<file path="config.mk">
export PLATFORM = sky130hd
export DESIGN_NAME = bcd_dd_seq
export DESIGN_NICKNAME = d
export VERILOG_FILES = /design/src/rtl/bcd_pkg.sv /design/src/rtl/bcd_dd_adjust.sv /design/src/rtl/bcd_dd_seq.sv
export SDC_FILE = /design/constraint.sdc
export NUM_CORES = 1
export LEC_CHECK = 0
export BUFFER_PORTS_ARGS = -buffer_cell sky130_fd_sc_hd__buf_2
export CELL_PAD_IN_SITES_DETAIL_PLACEMENT = 0
export CELL_PAD_IN_SITES_GLOBAL_PLACEMENT = 1
export CORE_MARGIN = 10
export CORE_UTILIZATION = 51
export CTS_BUF_LIST = sky130_fd_sc_hd__clkbuf_4
export DETAILED_ROUTE_END_ITERATION = 6
export GPL_ROUTABILITY_DRIVEN = 1
export GPL_TIMING_DRIVEN = 0
export PLACE_DENSITY = 0.89
export SLEW_MARGIN = 20
export SYNTH_ARGS = -nofsm -noshare
export SYNTH_HDL_FRONTEND = slang
export SYNTH_HIERARCHICAL = 1
export SYNTH_SLANG_ARGS = --single-unit
</file>
<file path="constraint.sdc">
create_clock -name clk -period 2.6 [get_ports clk]
set_input_delay 0.13 -clock clk [delete_from_list [all_inputs] [get_ports clk]]
set_output_delay 0.13 -clock clk [all_outputs]
set_load 0.05 [all_outputs]
</file>
<file path="src/rtl/bcd_pkg.sv">
// Shared types and constants for the sequential double-dabble binary-to-BCD converter.
package bcd_pkg;

  typedef enum logic [1:0] {
    IDLE  = 2'd0,
    SHIFT = 2'd1,
    DONE  = 2'd2
  } bcd_dd_state_t;

  localparam int BCD_DIGIT_W = 4;
  localparam int ADJ_THRESH  = 5;

  // Number of decimal digits needed to represent 2^bin_w - 1.
  function automatic int bcd_digits_for(input int bin_w);
    longint max_val;
    int     ndig;
    max_val = (longint'(1) << bin_w) - 1;
    ndig    = 0;
    for (int i = 0; i < 20; i++) begin
      if (max_val > 0) begin
        ndig    = ndig + 1;
        max_val = max_val / 10;
      end
    end
    if (ndig == 0) ndig = 1;
    return ndig;
  endfunction

endpackage

</file>
<file path="src/rtl/bcd_dd_adjust.sv">
// Combinational add-3 cell: a BCD digit of 5 or more gets +3 so that the
// following left shift carries correctly into the next decimal digit.
module bcd_dd_adjust
  import bcd_pkg::*;
(
  input  logic [BCD_DIGIT_W-1:0] digit,
  output logic [BCD_DIGIT_W-1:0] adjusted
);

  // Digit values 5..9 map to 8..12, so the 4-bit add never overflows.
  always_comb begin
    adjusted = digit;
    if (digit >= BCD_DIGIT_W'(ADJ_THRESH)) adjusted = digit + BCD_DIGIT_W'(3);
  end

endmodule

</file>
<file path="src/rtl/bcd_dd_seq.sv">
// Sequential binary-to-BCD converter: shift-and-add-3, one input bit per
// enabled clock, with a start/busy/done handshake and a held result register.
module bcd_dd_seq
  import bcd_pkg::*;
#(
  parameter int BIN_W  = 8,
  parameter int DIGITS = 3
) (
  input  logic                          clk,
  input  logic                          rst_n,
  input  logic                          ena,
  input  logic                          start,
  input  logic [BIN_W-1:0]              bin_in,
  output logic                          busy,
  output logic                          done,
  output logic [BCD_DIGIT_W*DIGITS-1:0] bcd_out
);

  localparam int ACC_W = BCD_DIGIT_W * DIGITS;
  localparam int CNT_W = $clog2(BIN_W);
  localparam logic [CNT_W-1:0] LAST_CNT = CNT_W'(BIN_W - 1);

  // Reject parameter sets the datapath cannot represent.
  if (BIN_W < 4 || BIN_W > 16) begin : g_bad_width
    $fatal(1, "bcd_dd_seq: BIN_W=%0d outside 4..16", BIN_W);
  end
  if (DIGITS < bcd_digits_for(BIN_W)) begin : g_bad_digits
    $fatal(1, "bcd_dd_seq: DIGITS=%0d too small for BIN_W=%0d", DIGITS, BIN_W);
  end

  bcd_dd_state_t    state;
  logic [BIN_W-1:0] bin_reg;
  logic [ACC_W-1:0] bcd_acc;
  logic [ACC_W-1:0] bcd_adj;
  logic [CNT_W-1:0] cnt;

  for (genvar g = 0; g < DIGITS; g++) begin : g_adj
    bcd_dd_adjust u_adj (
      .digit   (bcd_acc[g*BCD_DIGIT_W +: BCD_DIGIT_W]),
      .adjusted(bcd_adj[g*BCD_DIGIT_W +: BCD_DIGIT_W])
    );
  end

  // Controller FSM with shift register, bit counter and registered outputs;
  // ena low freezes everything, including a pending done pulse.
  always_ff @(posedge clk or negedge rst_n) begin
    if (!rst_n) begin
      state   <= IDLE;
      busy    <= 1'b0;
      done    <= 1'b0;
      bcd_out <= '0;
      bin_reg <= '0;
      bcd_acc <= '0;
      cnt     <= '0;
    end else if (ena) begin
      done <= 1'b0;
      case (state)
        IDLE: begin
          if (start) begin
            bin_reg <= bin_in;
            bcd_acc <= '0;
            cnt     <= '0;
            state   <= SHIFT;
            busy    <= 1'b1;
          end
        end
        SHIFT: begin
          // The top bit of the adjusted accumulator is always 0 here, so
          // dropping it in the shift loses nothing.
          bcd_acc <= ACC_W'({bcd_adj, bin_reg[BIN_W-1]});
          bin_reg <= {bin_reg[BIN_W-2:0], 1'b0};
          cnt     <= cnt + CNT_W'(1);
          if (cnt == LAST_CNT) state <= DONE;
        end
        DONE: begin
          bcd_out <= bcd_acc;
          done    <= 1'b1;
          state   <= IDLE;
          busy    <= 1'b0;
        end
        default: begin
          state <= IDLE;
          busy  <= 1'b0;
        end
      endcase
    end
  end

endmodule

</file>
# Word-level counts from Yosys, hierarchy flattened

Index checks and enable logic that the tools add are counted.

Flip-flop bits (word level): 39
Latch bits: 0
Bits in writable memories: 0
Bits in read-only memories: 0
Bits of input ports: 12
Word-level logic and storage cells: 41
Memories kept: 0

Add/subtract/negate cells: 4
Multiply operators: 0
Divide/modulo/power cells: 0
Magnitude comparators: 3
Eq/ne operators: 5
Shifts and indexed selects: 0
Multiplexer cells: 15
Bitwise gates (word level): 1
Reduce and logical (&&, ||, !) cells: 6

Operator list:

| cell                  | number |
|---|---|
| $pmux W12 S2          | 1 |
| $pmux W8 S2           | 1 |
| $ge A4 B3 Y1 const B  | 3 |
| $mux W12              | 1 |
| $reduce_and A3 Y1     | 3 |
| $add A4 B2 Y4 const B | 2 |
| $mux W4               | 2 |
| $mux W8               | 1 |
| $mux W3               | 2 |
| $pmux W3 S2           | 1 |
| $mux W2               | 2 |
| $ne A2 B2 Y1 const B  | 2 |
| $pmux W2 S2           | 1 |
| $add A3 B1 Y3 const B | 1 |
| $add A3 B2 Y3 const B | 1 |
| $eq A3 B3 Y1 const B  | 1 |
| $eq A2 B1 Y1 const B  | 1 |
| $eq A2 B2 Y1 const B  | 1 |
| $logic_not A2 Y1      | 1 |
| $mux W1               | 2 |
| $pmux W1 S2           | 1 |
| $reduce_and A2 Y1     | 1 |
| $reduce_bool A2 Y1    | 1 |
| $not A1 Y1            | 1 |

# Logic depth before layout (Yosys ltp)

Gate-level depths: netlist of run 1.

Depth in word-level cells: 3
Mapped depth: 6
Depth with buffers taken out: 6

# Cells and area by module

Netlist of run 1, hierarchy kept.

Modules (own cells, without submodules):

| module        | times used | cells an instance | area each (um2) |
|---|---|---|---|
| bcd_dd_seq    | 1          | 116               | 1599.0 |
| bcd_dd_adjust | 3          | 16                | 101.3 |

# Least setup slack after synthesis of run 1

Ideal clock, no wire load.

Kind: register to register
From: register bcd_acc[8]
To: register bcd_acc[10]
Arrival time: 1212 ps
Required time: 2479 ps
Slack: 1267 ps
Cell stages (with the launch flop): 6
Path buffers: 0
Cell sequence: dfrtp_1 -> ha_1 -> nand2b_1 -> a21oi_2 -> mux2i_1 -> a22o_1

Word-level cells in the longest chain between the ends: 3
Elaborated cells between the ends (all ways): 4
Those cells by class: add/sub: 1; order compare: 1; mux: 2

RTL lines:

| item                                                 | line                | source |
|---|---|---|
| from (decl)                                          | bcd_dd_seq.sv:33    | `logic [ACC_W-1:0] bcd_acc;` |
| from (signal assigned)                               | bcd_dd_seq.sv:70    | `bcd_acc <= ACC_W'({bcd_adj, bin_reg[BIN_W-1]});` |
| $ge A4 B3 Y1 / $add A3 B2 Y3 (equally long branches) | bcd_dd_adjust.sv:13 | `if (digit >= BCD_DIGIT_W'(ADJ_THRESH)) adjusted = digit + BCD_DIGIT_W'(3);` |
| $mux W3 (*)                                          | bcd_dd_adjust.sv:13 |  |
| via bcd_adj[9]                                       | bcd_dd_seq.sv:34    | `logic [ACC_W-1:0] bcd_adj;` |
| $pmux W12 S2 (*)                                     | bcd_dd_seq.sv:57    | `case (state)` |

Mark *: on every way through the listed nets, which the timed path passes. The rest lies on a longest branch.
A chain may end at the register's enable or synchronous reset.

# Worst setup path in the final report of run 1

From: register bcd_acc[4]
To: register bcd_acc[6]

Word-level cells in the longest chain between the ends: 3
Elaborated cells between the ends (all ways): 4
Those cells by class: add/sub: 1; order compare: 1; mux: 2

RTL lines:

| item                                                 | line |
|---|---|
| $add A4 B2 Y4 / $ge A4 B3 Y1 (equally long branches) | bcd_dd_adjust.sv:13 |
| $mux W4 (*)                                          | bcd_dd_adjust.sv:13 |
| via bcd_adj[5]                                       | bcd_dd_seq.sv:34 |
| $pmux W12 S2 (*)                                     | bcd_dd_seq.sv:57 |

Marks and branches as above.

==> impl_metrics.ini, run 1 <==
[run]
maxCapViolCount = 0

[global_route]
globalRouteOverflowTotal = 0
gr-usage-all-layers = 0.116
grt_max_degree = 40
grt_pass1_vias = 1310
grt_antenna_before_repair = 0
grt_pass1_wl_mm = 5.94

[sta]
slew_violations = 0
finalCritPeriodShare = 0.577
fin_crit_ns = 1.50
maxSlewHeadroom = 0.428
skew_ns = 0.0116
hold_violations = 0
finalSetupViolCount = 0
fin_setup_tns_ns = 0
hold_ws_ns = 0.0172
grt_setup_unrepaired = false
fmax_mhz = 667
worst_slew_pin_slew_ns = 0.858

[clock_network]
cts_max_level = 2
ctsResizeCount = 0
worstSkewPairLatency_ns = 0.35
clock_sinks = 39
post_cts_buffers = 0
cts_hold_buf = 1
tritoncts = built
cts_buffer_depth = 2
cts_buffers = 5
path_clk_slew_ns = 0.12
cts_root_buffer = clkbuf_4

[floorplan]
die_y_um = 80.8
initial_core_util = 0.522
core_area_mm2 = 0.00361
die_area_mm2 = 0.00652
boundaryPins = 26
fp.dieW_um = 80.8
core.rowCount = 22

[critical_path]
critPathMaxFanout = 6
worstReg2RegEnd = bcd_acc[6]$_DFFE_PN0P_
rr_worst_depth = 5
critPathLaunchType = flop
endpoint_kind = flop
cp.required_ns = 2.89
path_class = flop to flop
ff2ff_setup_slack_ns = 1.10
cp-startpoint = bcd_acc[4]$_DFFE_PN0P_
arrival_ns = 1.79
endpoint = bcd_acc[6]$_DFFE_PN0P_
r2r_start = bcd_acc[4]$_DFFE_PN0P_

[placed_design]
port_buffers = 25
gp_congestion = 0.824
hpwl_mm = 2.57

[drt]
wire_per_inst_um = 14.9
drt_iter0_drc = 59
post-route-drc-count = 0
wl_mm = 3.60
antenna_left = 0
viasPerCell = 5.35
vias = 1295
drt_first_pass_iters = 4

[final_layout]
multi_input_area_um2 = 838
layout-drive-gt1-share = 0.284
nets = 213
n_antenna_cell = 0
area_growth_pct = 15.9
final.fill_count = 310
ff_latch_area_um2 = 976

[hold_path]
worst_hold_path_type = primary input to flop

[logic_synthesis]
synth_warnings = 6
syn_nets = 180
avgSynthCellArea_um2 = 11.8
postSynthCellCount = 160
syn_area_mm2 = 0.00188

[power_and_ir_drop]
ir_drop_mv = 0.504
power_density_mw_per_mm2 = 1060
power.leakage_uw = 0.00116

[run_status]
run_status = finished clean
## cell type report
type | count | share of cell area
clock buffer | 6 | 0.0206
inverter | 7 | 0.0120
buffer | 6 | 0.0195
clock inverter | 2 | 0.0275
multi-input combinational | 108 | 0.384
tap | 48 | 0.0275
timing repair buffer | 26 | 0.0619
sequential | 39 | 0.447
## worst min path at each step
stage / cells after the start / from / endpoint
after detailed placement: 1 / rst_n / bcd_out[9]$_DFFE_PN0P_
after global routing: 2 / ena / done$_DFFE_PN0P_
after CTS: 2 / ena / done$_DFFE_PN0P_
after floorplan: 0 / rst_n / bcd_acc[0]$_DFFE_PN0P_
final: 2 / ena / busy$_DFFE_PN0P_
after global placement: 1 / rst_n / bcd_out[10]$_DFFE_PN0P_
## worst max-delay path, stage by stage, from the launching register on
cell      delay (ns)
dfrtp_1         0.47
ha_1            0.24
nand2b_1        0.17
a21oi_2         0.20
mux2i_1         0.22
a22o_1          0.14
## report_power, final
part	switching, uW	total [uW]	internal (uW)
combinational	480	859	379
clock	199	510	311
sequential	155	937	782
## layout by cell type, fill, tap and decap left out, types with 3 or more instances in the layout
cell      instances
a22o_1           14
ha_1              8
mux2i_1          10
mux2_4            9
nor2_1            4
xnor2_1           3
nand2_1          14
mux2_1            3
clkbuf_4          6
o21ai_1          14
inv_1             7
buf_2            29
o21ai_0          11
a21oi_2           3
dfrtp_1          39
nand2b_1          6
## per-layer routing
metal / vias to the layer above / global-route usage / wire length, um
li1: 629 / - / -
met1: 627 / 0.136 / 1590
met2: 34 / 0.188 / 1720
met3: 5 / 0.0453 / 223
met4: 0 / 0.0467 / 56
met5: - / 0 / 0
## stage by stage
step / power (uW) / util / setup slack, ns / std cells / instance area (um^2)
after floorplan: 1610 / - / 1.27 / 160 / 1880
after global placement: 1750 / 0.574 / 1.21 / 233 / 2070
after detailed placement: 1810 / 0.574 / 1.13 / 233 / 2070
after CTS: 2330 / 0.605 / 1.11 / 242 / 2180
after global routing: 2460 / 0.605 / 1.01 / 242 / 2180
final: 2310 / 0.605 / 1.10 / 242 / 2180
Note: power is estimated with default switching activity, not from simulation.
==> run 2, diff against run 1 <==
- ABC_AREA: not set -> 1
- CORE_UTILIZATION: 51 -> 44
- PLACE_DENSITY: 0.89 -> 0.83
- clock period: 2.6 -> 1.4 ns (I/O delays scaled with it)
==> run 2 against run 1 <==
  * Setup slack lost 1.0 ns
  * Routed wire length grew 17%
  * Critical path depth grew 4
  * Clock power grew 48%
  * Combinational power grew to 2.7 times the previous value
  * Hold slack lost 0.0072 ns
  * Critical path type unchanged
  * Critical endpoint is now bcd_acc[5]$_DFFE_PN0P_
  * Largest cell class unchanged
  * Highest routed layer unchanged
==> impl_metrics.ini, run 2 <==
[drt]
wire_per_inst_um = 12.2
wl_mm = 4.21
vias = 1641
viasPerCell = 4.74
drt_iter0_drc = 56
drt_first_pass_iters = 5
antenna_left = 0
post-route-drc-count = 0

[critical_path]
path_class = flop to flop
endpoint_kind = flop
critPathLaunchType = flop
arrival_ns = 1.60
slowest_stage = dfrtp_1
max_stage_delay_ns = 0.42
critPathMaxFanout = 4
cp_cell_sequence = inv_2 > ha_4 > nand2_2 > nand2_2 > nor2_4 > nand2_1 > nand2_1 > inv_1 > o22ai_2
cp.required_ns = 1.69

[final_layout]
final.fill_count = 418
layout-drive-gt1-share = 0.279
final_common_cell = nand2_1
stdcell_count = 346
layout_common_cells = nand2_1 (81), dfrtp_1 (37), inv_1 (31), buf_2 (28), o21ai_0 (18)
area_growth_pct = 20.9
n_antenna_cell = 0
nets = 313
final_util = 0.553

[global_route]
globalRouteOverflowTotal = 0
grt_pass1_vias = 1567
grt_pass1_wl_mm = 7.39
gr-usage-met2 = 0.179
grt_antenna_before_repair = 0
grt_use_met3 = 0.0316
grt_max_degree = 40
grt.busiest_layer = met2
gr-usage-all-layers = 0.119
use_met1 = 0.159

[floorplan]
boundaryPins = 26
initial_core_util = 0.457
core.rowCount = 24
die_area_mm2 = 0.00770
die_y_um = 87.7
fp.dieW_um = 87.7
core_area_mm2 = 0.00441

[logic_synthesis]
syn_nets = 270
postSynthCellCount = 250
synth_warnings = 6
syn_area_mm2 = 0.00202
avgSynthCellArea_um2 = 8.08

[sta]
finalCritPeriodShare = 0.939
fin_crit_ns = 1.31
finalSetupViolCount = 0
slew_violations = 0
grt_setup_unrepaired = true
maxSlewHeadroom = 0.426
hold_violations = 0
skew_ns = 0.0131
fmax_mhz = 761
worst_slew_pin_slew_ns = 0.861

[clock_network]
cts_buffers = 5
tritoncts = built
path_clk_slew_ns = 0.12
worstSkewPairLatency_ns = 0.35
cts_max_level = 2
clock_sinks = 39
cts_buffer_depth = 2
cts_root_buffer = clkbuf_4

[hold_path]
worst_hold_path_type = primary input to flop

[run_status]
run_status = finished clean

[placed_design]
gp_congestion = 0.801
hpwl_mm = 2.90
dp_cells = 326
port_buffers = 24

[run]
maxCapViolCount = 0

[power_and_ir_drop]
ir_drop_mv = 0.888
power_density_mw_per_mm2 = 1980
power.leakage_uw = 0.00127
[run 2: path summary, 6_finish.rpt]
check                                             from                      to  slack [ns]  cells after the start
max in group asynchronous                        rst_n  bcd_acc[4]$_DFFE_PN0P_        0.46                      2
worst max-delay path            bcd_acc[5]$_DFFE_PN0P_  bcd_acc[5]$_DFFE_PN0P_        0.09                      9
worst max register to register  bcd_acc[5]$_DFFE_PN0P_  bcd_acc[5]$_DFFE_PN0P_        0.09                      9
worst min register to register        busy$_DFFE_PN0P_        busy$_DFFE_PN0P_        0.48                      2
min in group asynchronous                        rst_n  bcd_out[9]$_DFFE_PN0P_        0.36                      2
worst min-delay path                         bin_in[5]  bin_reg[5]$_DFFE_PN0P_        0.01                      5
[run 2: repair_timing]
action / in CTS / in global routing
pin swaps: 0 / 11
hold buffers: 8 / 0
endpoints found under the hold margin: 46 / 0
resized for setup: 0 / 19
endpoints found under the setup margin: 1 / 10
gates cloned: 0 / 0
buffers inserted: 1 / 3
[run 2: per-stage QoR]
step	power, uW	hold WS (ns)	TNS [ns]	worst slack (ns)	area, um^2
2_1_floorplan	3450	-0.226	0	0.147	2020
3_3_place_gp	3870	0.234	0	0.0433	2200
3_5_place_dp	3890	0.241	0	0.0219	2200
4_1_cts	4680	0.00601	0	0.0161	2370
5_1_grt	5320	0.0137	-0.0478	-0.0201	2440
6_report	4850	0.00997	0	0.0856	2440
[run 2: per-layer routing]
layer,routed length (um),up-vias
li1,-,864
met1,2060,744
met2,1880,28
met3,220,5
met4,53,0
met5,0,-
[run 2: critical path, delay by kind of cell, from the launching register on]
family / cells / cell delay [ns]
AOI/OAI and AO/OA: 1 / 0.12
adders and majority gates: 1 / 0.16
buffers and inverters: 2 / 0.13
DFF: 1 / 0.42
and+or+nand+nor: 5 / 0.43
[run 2: final cells by class]
class | instances | area [um^2] | area share
Buffer | 6 | 35.0 | 0.0143
Clock buffer | 5 | 37.5 | 0.0154
Clock inverter | 3 | 38.8 | 0.0159
Inverter | 42 | 158 | 0.0645
Multi-Input combinational cell | 163 | 900 | 0.368
Sequential cell | 39 | 978 | 0.401
Tap cell | 52 | 65.1 | 0.0266
Timing Repair Buffer | 36 | 230 | 0.0943
[run 2: power breakdown]
group	switching (uW)	total [uW]	internal (uW)
Combinational	1410	2320	912
Sequential	294	1770	1480
Clock	386	754	367
